$ cat src/rtl/hdlc_rx_frame_fifo.sv
// hdlc_rx_frame_fifo: byte store for received HDLC frames; only committed (good) frames are visible to the reader.
// Latency: read data one cycle after Rx_RdBuff; a frame becomes visible the cycle after its Rx_EoF edge.
// Backpressure: none on the write side -- bytes with no space are dropped and flagged on Rx_Overflow; reads while empty are ignored.
module hdlc_rx_frame_fifo #(
  parameter int DATA_W     = 8,
  parameter int DEPTH      = 128,
  parameter int MAX_FRAMES = 4,
  parameter int SIZE_W     = $clog2(DEPTH) + 1,
  parameter int CNT_W      = $clog2(MAX_FRAMES) + 1
) (
  input  logic              Clk,
  input  logic              Rst,
  input  logic              Rx_WrBuff,
  input  logic [DATA_W-1:0] Rx_Data,
  input  logic              Rx_EoF,
  input  logic              Rx_FCSerr,
  input  logic              Rx_AbortSignal,
  input  logic              Rx_RdBuff,
  input  logic              Rx_Drop,
  output logic [DATA_W-1:0] Rx_DataBuffOut,
  output logic              Rx_Ready,
  output logic [SIZE_W-1:0] Rx_FrameSize,
  output logic              Rx_Overflow,
  output logic [CNT_W-1:0]  Rx_FrameCount
);

  localparam int AW = $clog2(DEPTH);
  localparam int QW = $clog2(MAX_FRAMES);

  localparam logic [SIZE_W-1:0] DEPTH_V  = SIZE_W'(DEPTH);
  localparam logic [SIZE_W-1:0] SIZE_ONE = SIZE_W'(1);
  localparam logic [CNT_W-1:0]  CNT_MAX  = CNT_W'(MAX_FRAMES);
  localparam logic [CNT_W-1:0]  CNT_ONE  = CNT_W'(1);
  localparam logic [QW-1:0]     Q_ONE    = QW'(1);

  typedef enum logic [1:0] {
    S_IDLE = 2'd0,
    S_RECV = 2'd1,
    S_OVF  = 2'd2
  } wr_state_t;

  wr_state_t state;
  wr_state_t state_nxt;

  // Byte storage and pointers. Pointers carry one extra bit so full and empty differ.
  logic [DATA_W-1:0] mem [DEPTH];
  logic [SIZE_W-1:0] wr_ptr;
  logic [SIZE_W-1:0] rd_ptr;
  logic [SIZE_W-1:0] commit_ptr;
  logic [SIZE_W-1:0] cur_len;
  logic [SIZE_W-1:0] head_done;

  // Committed frame lengths, oldest at sq_rd.
  logic [SIZE_W-1:0] size_q [MAX_FRAMES];
  logic [QW-1:0]     sq_wr;
  logic [QW-1:0]     sq_rd;
  logic [CNT_W-1:0]  frame_count;

  logic              overflow;
  logic [DATA_W-1:0] rd_data;

  // Write-side decode
  logic [SIZE_W-1:0] used;
  logic              space_ok;
  logic              wr_req;
  logic              eof;
  logic              slots_full;
  logic              accept;
  logic              full_drop;
  logic              commit;
  logic              discard;
  logic              slot_ovf;
  logic [SIZE_W-1:0] len_eff;

  // Read-side decode
  logic              ready;
  logic [SIZE_W-1:0] head_len;
  logic [SIZE_W-1:0] remaining;
  logic              drop;
  logic              rd;
  logic              pop;

  // Used space counts uncommitted bytes too, so a runaway frame cannot overwrite committed data.
  assign used       = wr_ptr - rd_ptr;
  assign space_ok   = (used != DEPTH_V);
  // Abort outranks everything else on the write side in the same cycle.
  assign wr_req     = Rx_WrBuff && !Rx_AbortSignal;
  assign eof        = Rx_EoF && !Rx_AbortSignal;
  assign slots_full = (frame_count == CNT_MAX);

  assign ready      = (frame_count != '0);
  assign head_len   = size_q[sq_rd];
  // Remaining bytes of the head frame; never lets the reader run past commit_ptr.
  assign remaining  = head_len - head_done;
  // Drop outranks a byte read in the same cycle.
  assign drop       = Rx_Drop && ready;
  assign rd         = Rx_RdBuff && ready && !drop;
  assign pop        = drop || (rd && (remaining == SIZE_ONE));

  // Write FSM state register
  always_ff @(posedge Clk or posedge Rst) begin
    if (Rst) state <= S_IDLE;
    else     state <= state_nxt;
  end

  // Write FSM next-state: any frame end returns to IDLE, a full-buffer drop parks in OVF
  always_comb begin
    state_nxt = state;
    if (discard || commit)
      state_nxt = S_IDLE;
    else if (full_drop)
      state_nxt = S_OVF;
    else if (accept && (state == S_IDLE))
      state_nxt = S_RECV;
  end

  // Write FSM outputs: byte accept, commit/discard decisions for the in-progress frame
  always_comb begin
    accept    = 1'b0;
    full_drop = 1'b0;
    commit    = 1'b0;
    slot_ovf  = 1'b0;
    len_eff   = cur_len;
    case (state)
      S_IDLE, S_RECV: begin
        accept    = wr_req && space_ok;
        full_drop = wr_req && !space_ok;
        // A byte written together with EoF is the last byte of the frame.
        len_eff   = cur_len + SIZE_W'(accept);
        if (eof && !Rx_FCSerr && !full_drop && (len_eff != '0)) begin
          if (slots_full) slot_ovf = 1'b1;
          else            commit   = 1'b1;
        end
      end
      // Frame already lost: ignore bytes until EoF or abort rewinds it.
      S_OVF: ;
      default: ;
    endcase
    discard = Rx_AbortSignal || (eof && !commit);
  end

  // Byte storage write; contents are only meaningful between rd_ptr and wr_ptr
  always_ff @(posedge Clk) begin
    if (accept) mem[wr_ptr[AW-1:0]] <= Rx_Data;
  end

  // Write pointer, commit pointer and length of the frame being received
  always_ff @(posedge Clk or posedge Rst) begin
    if (Rst) begin
      wr_ptr     <= '0;
      commit_ptr <= '0;
      cur_len    <= '0;
    end else if (discard) begin
      wr_ptr  <= commit_ptr;
      cur_len <= '0;
    end else begin
      if (accept) wr_ptr <= wr_ptr + SIZE_ONE;
      if (commit) begin
        commit_ptr <= wr_ptr + SIZE_W'(accept);
        cur_len    <= '0;
      end else if (accept) begin
        cur_len <= cur_len + SIZE_ONE;
      end
    end
  end

  // Overflow flag: set when a frame loses space or a slot, cleared by the first byte of a new frame
  always_ff @(posedge Clk or posedge Rst) begin
    if (Rst)
      overflow <= 1'b0;
    else if (full_drop || slot_ovf)
      overflow <= 1'b1;
    else if (accept && (state == S_IDLE))
      overflow <= 1'b0;
  end

  // Frame length queue and committed-frame count; commit and pop may coincide
  always_ff @(posedge Clk or posedge Rst) begin
    if (Rst) begin
      for (int i = 0; i < MAX_FRAMES; i++) size_q[i] <= '0;
      sq_wr       <= '0;
      sq_rd       <= '0;
      frame_count <= '0;
    end else begin
      if (commit) begin
        size_q[sq_wr] <= len_eff;
        sq_wr         <= sq_wr + Q_ONE;
      end
      if (pop) sq_rd <= sq_rd + Q_ONE;
      case ({commit, pop})
        2'b10:   frame_count <= frame_count + CNT_ONE;
        2'b01:   frame_count <= frame_count - CNT_ONE;
        default: frame_count <= frame_count;
      endcase
    end
  end

  // Read pointer, head progress and registered read data
  always_ff @(posedge Clk or posedge Rst) begin
    if (Rst) begin
      rd_ptr    <= '0;
      head_done <= '0;
      rd_data   <= '0;
    end else begin
      if (drop)    rd_ptr <= rd_ptr + remaining;
      else if (rd) rd_ptr <= rd_ptr + SIZE_ONE;
      if (pop)     head_done <= '0;
      else if (rd) head_done <= head_done + SIZE_ONE;
      if (rd)      rd_data <= mem[rd_ptr[AW-1:0]];
    end
  end

  assign Rx_DataBuffOut = rd_data;
  assign Rx_Ready       = ready;
  assign Rx_FrameSize   = ready ? head_len : '0;
  assign Rx_Overflow    = overflow;
  assign Rx_FrameCount  = frame_count;

endmodule

$ cat config.mk
export PLATFORM = sky130hd
export DESIGN_NAME = hdlc_rx_frame_fifo
export DESIGN_NICKNAME = d
export VERILOG_FILES = /design/src/rtl/hdlc_rx_frame_fifo.sv
export SDC_FILE = /design/constraint.sdc
export NUM_CORES = 1
export LEC_CHECK = 0
export BUFFER_PORTS_ARGS = -buffer_cell sky130_fd_sc_hd__buf_2
export CORE_MARGIN = 4
export CORE_UTILIZATION = 48
export CTS_BUF_LIST = sky130_fd_sc_hd__clkbuf_8 sky130_fd_sc_hd__clkbuf_16
export CTS_CLUSTER_DIAMETER = 200
export CTS_CLUSTER_SIZE = 30
export DETAILED_ROUTE_END_ITERATION = 6
export PLACE_DENSITY_LB_ADDON = 0.15
export SYNTH_ARGS = -nofsm -noshare
export SYNTH_HDL_FRONTEND = slang
export SYNTH_SLANG_ARGS = --single-unit
$ cat constraint.sdc
create_clock -name Clk -period 14.1 [get_ports Clk]
set_clock_uncertainty 0.2 [all_clocks]
set_input_delay 2.82 -clock Clk [delete_from_list [all_inputs] [get_ports Clk]]
set_output_delay 2.82 -clock Clk [all_outputs]
set_load 0.03 [all_outputs]
==> run_results.csv, run 1 <==
group,metric,value,unit
setup_path,critical_path.top_delay_family,"simple AND/OR/NAND/NOR gates",
timing,max_freq,156,MHz
logic_synthesis,yosysUniqueCellTypes,69,
clock_network,cts_sinks,1114,
timing,fin_crit_sh,45.5,%
hold_path,hold_end,"size_q[4]",
finish,post-route-util,51.7,%
timing,min_period,6.42,ns
place,hpwlAfterDp,65800,um
pwr,seq_power_share,48.0,%
clock_network,cts-root-buf,"clkbuf_16",
logic_synthesis,synthCells,2252,
routing,first_pass_iters,5,
setup_path,path_max_fanout,16,
die,dieArea,0.0995,mm2
die,rows,112,
timing,finalHoldViolCount,0,
timing,whs,0.297,ns
routing,drc,0,
global_route,grt.total_usage,21.7,%
setup_path,worstPathCellList,"inv_1, ha_1, a211oi_1, nor3_1, a2111oi_0, nand4_1, nor2_1, nor2_1, ha_1, ha_1, inv_1, nor2_1, xnor2_1, a31oi_1, and2_1, nand2_2, ha_1, inv_1, fa_1, o21ai_0",
pwr,leakage,15.3,nW
die,pin_count,37,
clock_network,clkTransAtPathRegs,0.12,ns
run,cap_violations,0,
setup_path,end_kind,"register",
hold_path,min_path_type,"reg -> reg",
outcome,status,"complete, no violations",
clock_network,post_cts_resized,0,
global_route,antenna_found_initial,4,
clock_network,htreeDepth,2,
die,die_w,315,um
timing,worst_pin_slew,1.33,ns
global_route,grt_pass1_vias,22296,
hold_path,hold_path.startpoint,"size_q[4]",
routing,wl_per_cell,30.1,um
finish,final_cells,3548,
pwr,clkPwrFrac,19.3,%
pwr,p_comb_share,32.6,%
logic_synthesis,syn_area,0.0454,mm2
clock_network,clockBufferDepth,3,
setup_path,cp_common_cell,"ha_1",
die,core,0.0935,mm2
pwr,p_int,5.39,mW
logic_synthesis,synth_edf_count,1024,
timing,fin_setup_tns,0,ns
hold_path,hold_depth,1,
pwr,switching_share,32.2,%
routing,drtAntennaViolNets,0,
setup_path,slowest_delay,0.86,ns
global_route,gr-total-overflow,0,
setup_path,r2r_end,"Rx_FrameCount[1]",
clock_network,tritoncts,"yes",
routing,vias,21862,
finish,nets,2320,
logic_synthesis,yosysSeqAreaShare,72.8,%
setup_path,r2r_start,"rd_ptr[4]",
timing,slew_viol_final,0,
finish,layout_common_cells,"edfxtp_1 (1024), mux4_2 (313), nor2_1 (103)",
place,portBuffers,36,
setup_path,crit_type,"reg -> reg",
setup_path,reg2reg_depth,20,
logic_synthesis,synth_fp_nets,2304,
die,start_util,48.5,%
clock_network,cts_hold_buf,0,
global_route,grt_max_degree,100,
pwr,finalPower,7.95,mW
logic_synthesis,synth_async_sr_flop_share,8.08,%
setup_path,arrival,6.77,ns
clock_network,cts_buffers,43,
routing,drt_iter0_drc,2576,
global_route,grt_pass1_wl,157000,um
setup_path,cp.required,14.45,ns
finish,layout_commonest_cell,"edfxtp_1",
logic_synthesis,avgSynthCellArea,20.1,um2
timing,setup_viol,0,
timing,rsz0062_at_grt,"false",
clock_network,clock_latency,0.62,ns
setup_path,crit_start,"rd_ptr[4]",
finish,layout-drive-gt1-share,22.2,%
logic_synthesis,yosys_warnings,0,
setup_path,cp-start-kind,"register",
pwr,p_sw,2.56,mW
finish,syn_to_final_growth,6.49,%
pwr,vdd_drop_max,0.141,mV
pwr,p_per_area,164,mW/mm2
logic_synthesis,synth-main-ff-cell,"edfxtp_1",
logic_synthesis,synth-seq-cells,1114,
setup_path,r2r_setup_slack,7.68,ns
clock_network,cts_setup_buffers,0,
setup_path,crit_buf_inv,3,
timing,slew_headroom,10.5,%
place,place_inst,3476,
routing,drt-total-wl,107000,um
routing,vias_per_cell,6.16,
place,gp_congestion,0.816,
setup_path,crit_slowest_cell,"dfrtp_1",
die,fp.dieH,315,um
==> power by group through the flow <==
stage          Clock, mW  Combinational, mW  Sequential (mW)
3_5_place_dp           0               2.62             3.89
6_report            1.54               2.59             3.81
3_3_place_gp           0               2.60             3.89
2_1_floorplan          0               1.86             3.81
4_1_cts             1.57               2.63             3.82
5_1_grt             1.70               2.75             3.83
==> layer usage <==
metal,global-route usage [%],vias up,part of all wire [%]
met5,0,-,0.012
met4,5.07,2,2.4
met3,2.99,102,5.7
met2,35.4,722,49
met1,31.6,11806,42
li1,-,9230,-
==> cells in the mapped netlist (33+ instances only) <==
| master | count | area (um2) |
|---|---|---|
| mux4_2 | 313 | 7050 |
| nand2_1 | 39 | 146 |
| buf_2 | 36 | 180 |
| inv_1 | 34 | 128 |
| ha_1 | 33 | 413 |
| dfrtp_1 | 90 | 2250 |
| edfxtp_1 | 1024 | 30700 |
| clkbuf_1 | 58 | 218 |
| a21oi_1 | 36 | 180 |
| nor3_1 | 62 | 310 |
| nor2_1 | 103 | 387 |
| mux2_1 | 43 | 484 |
| o21ai_0 | 33 | 165 |
==> through the flow <==
step | setup WS [ns] | area, um2
final | 7.68 | 48300
after global routing | 7.17 | 48300
after CTS | 7.81 | 48300
after detailed placement | 7.26 | 47100
after global placement | 7.43 | 47100
after floorplan | 8.33 | 45400
==> how the worst max path moves through the flow <==
stage,cells past startpoint,end
floorplan,18,Rx_FrameCount[2]
global placement,9,mem[84][2]
detailed placement,9,mem[84][2]
CTS,20,Rx_FrameCount[1]
global route,22,Rx_FrameCount[2]
finish,20,Rx_FrameCount[1]
==> state kept, by name, summed over array words and instances (netlist names) <==
signal and flops:
mem 1024, size_q 32, Rx_DataBuffOut 8, commit_ptr 8, cur_len 8, head_done 8, rd_ptr 8, wr_ptr 8
Rx_FrameCount 3, sq_rd 2, sq_wr 2, state 2, Rx_Overflow 1
==> kinds of logic (layout without fill, tap and decap cells) <==
| kind of cell | count (synthesis) | in the layout | share of synthesized area [%] |
|---|---|---|---|
| muxes | 377 | 377 | 17.1 |
| other | 0 | 1 | 0 |
| and+or+nand+nor | 347 | 347 | 3.96 |
| DFF | 1114 | 1114 | 72.8 |
| xor gates and xnor gates | 47 | 47 | 0.907 |
| buffers and inverters | 168 | 209 | 1.86 |
| AOI/OAI and AO/OA | 163 | 163 | 2.39 |
| adders and majority gates | 36 | 36 | 1.04 |
==> layout make-up <==
class | count | area (um2)
Fill cell | 7389 | 45200
Antenna cell | 1 | 2.50
Clock buffer | 43 | 1080
Inverter | 35 | 136
Multi-Input combinational cell | 970 | 11600
Timing Repair Buffer | 104 | 736
Clock inverter | 27 | 133
Sequential cell | 1114 | 33000
Tap cell | 1254 | 1570
No activity file was read; power rests on OpenSTA's default activity.
==> run 2: changes to the inputs <==
==> constraint.sdc (replaced) <==
create_clock -name Clk -period 6.6 [get_ports Clk]
set_clock_uncertainty 0.2 [all_clocks]
set_input_delay 1.32 -clock Clk [delete_from_list [all_inputs] [get_ports Clk]]
set_output_delay 1.32 -clock Clk [all_outputs]
set_load 0.03 [all_outputs]
==> run_results.csv, run 2 (synthesized netlist as in run 1, its figures left out) <==
group,metric,value,unit
outcome,status,"complete, no violations",
clock_network,cts_hold_buf,0,
timing,setup_viol,0,
setup_path,crit_type,"reg -> reg",
setup_path,crit_cells,23,
setup_path,critical_path.top_delay_family,"simple AND/OR/NAND/NOR gates",
routing,first_pass_iters,6,
pwr,p_sw,5.43,mW
finish,nets,2345,
finish,design_area,0.0485,mm2
pwr,switching_share,32.0,%
clock_network,htreeDepth,2,
clock_network,cts_setup_buffers,0,
setup_path,arrival,5.86,ns
setup_path,cp.required,6.95,ns
pwr,vdd_drop_max,0.299,mV
routing,drt_iter0_drc,2491,
place,placed_cell_area,0.0473,mm2
pwr,seq_power_share,47.5,%
place,hpwlAfterDp,66100,um
global_route,gr-total-overflow,0,
die,die_w,315,um
pwr,p_per_area,350,mW/mm2
clock_network,cts-root-buf,"clkbuf_16",
timing,finalHoldViolCount,0,
pwr,clkPwrFrac,19.3,%
run,cap_violations,0,
place,portBuffers,36,
clock_network,cts_sinks,1114,
finish,layout-drive-gt1-share,22.8,%
die,core,0.0935,mm2
finish,post-route-util,51.9,%
setup_path,r2r_setup_slack,1.09,ns
clock_network,clockBufferDepth,3,
clock_network,clkTransAtPathRegs,0.12,ns
setup_path,cp-start-kind,"register",
routing,drtAntennaViolNets,0,
global_route,antenna_found_initial,2,
timing,max_freq,182,MHz
finish,layout_commonest_cell,"edfxtp_1",
die,pin_count,37,
finish,largest_register_ffs,1024,
timing,fin_setup_tns,0,ns
setup_path,end_kind,"register",
routing,drc,0,
setup_path,cp_common_cell,"ha_1",
finish,syn_to_final_growth,6.87,%
die,dieArea,0.0995,mm2
place,place_inst,3502,
routing,drt-total-wl,106000,um
timing,rsz0062_at_grt,"false",
setup_path,crit_buf_inv,3,
setup_path,worstPathCellList,"inv_1, ha_1, nor2b_1, xnor2_1, a2111oi_0, nand4_1, buf_4, nor2_1, nor2_1, ha_1, ha_1, nor3_1, a31oi_1, nor3_1, a31oi_1, and2_1, nand2_2, ha_1, inv_1, fa_1, xor2_1, nor2_1, xor2_1",
pwr,leakage,15.4,nW
pwr,p_int,11.5,mW
global_route,grt_pass1_wl,156000,um
timing,worst_slack,1.09,ns
clock_network,post_cts_resized,0,
timing,slew_headroom,8.38,%
pwr,p_comb_share,33.2,%
setup_path,reg2reg_depth,23,
place,gp_congestion,0.874,
hold_path,min_path_type,"reg -> reg",
timing,whs,0.295,ns
global_route,grt_max_degree,114,
hold_path,hold_depth,1,
timing,fin_crit_sh,83.4,%
setup_path,crit_slowest_cell,"dfrtp_4",
clock_network,cts_buffers,43,
global_route,grt_pass1_vias,22327,
setup_path,slowest_delay,0.76,ns
die,fp.dieH,315,um
clock_network,clock_latency,0.62,ns
die,start_util,48.5,%
finish,final_cells,3574,
finish,layout_common_cells,"edfxtp_1 (1024), mux4_2 (313), nor2_1 (103)",
timing,worst_pin_slew,1.36,ns
routing,wl_per_cell,29.8,um
clock_network,tritoncts,"yes",
timing,slew_viol_final,0,
routing,vias_per_cell,6.15,
routing,vias,21969,
global_route,grt.total_usage,21.6,%
pwr,finalPower,17.0,mW
place,pre_cts_slack,1.22,ns
setup_path,path_max_fanout,32,
timing,min_period,5.51,ns
die,rows,112,
[run 2: changes by cell type in the layout (fill, tap and decap cells not counted), sizes merged]
cell | previous run | this run
buf | 103 | 129
diode | 1 | 2
clkbuf | 44 | 43
[run 2: layout make-up]
cell class,count,area [um2]
fillers,7349,45000
repair buffers,129,923
clock buffers,43,1080
flip-flops and latches,1114,33000
well taps,1254,1570
inverters,35,136
diodes,2,5.00
clock inverters,27,133
multi-input cells,970,11600
[run 2: path summary, 6_finish.rpt]
check	startpoint	to
min reg2reg	commit_ptr[7]	wr_ptr[7]
max in group asynchronous	Rst	rd_ptr[1]
min in group asynchronous	Rst	cur_len[5]
min	commit_ptr[7]	wr_ptr[7]
max	rd_ptr[1]	Rx_FrameCount[2]
max reg2reg	rd_ptr[1]	Rx_FrameCount[2]
[run 2: power groups by stage]
stage | Clock, mW | Combinational (mW) | Sequential (mW)
after global routing | 3.62 | 6.00 | 8.09
after global placement | 0 | 5.64 | 8.21
after floorplan | 0 | 3.98 | 8.14
after CTS | 3.36 | 5.70 | 8.06
final | 3.28 | 5.62 | 8.05
after detailed placement | 0 | 5.69 | 8.22
[run 2: layer usage]
layer | up-vias | GRT usage, % | part of all wire (%)
met5 | - | 0 | 0
met4 | 0 | 4.53 | 2.1
met3 | 103 | 3.36 | 6.6
met2 | 709 | 35.0 | 49
met1 | 11864 | 31.7 | 42
li1 | 9293 | - | -
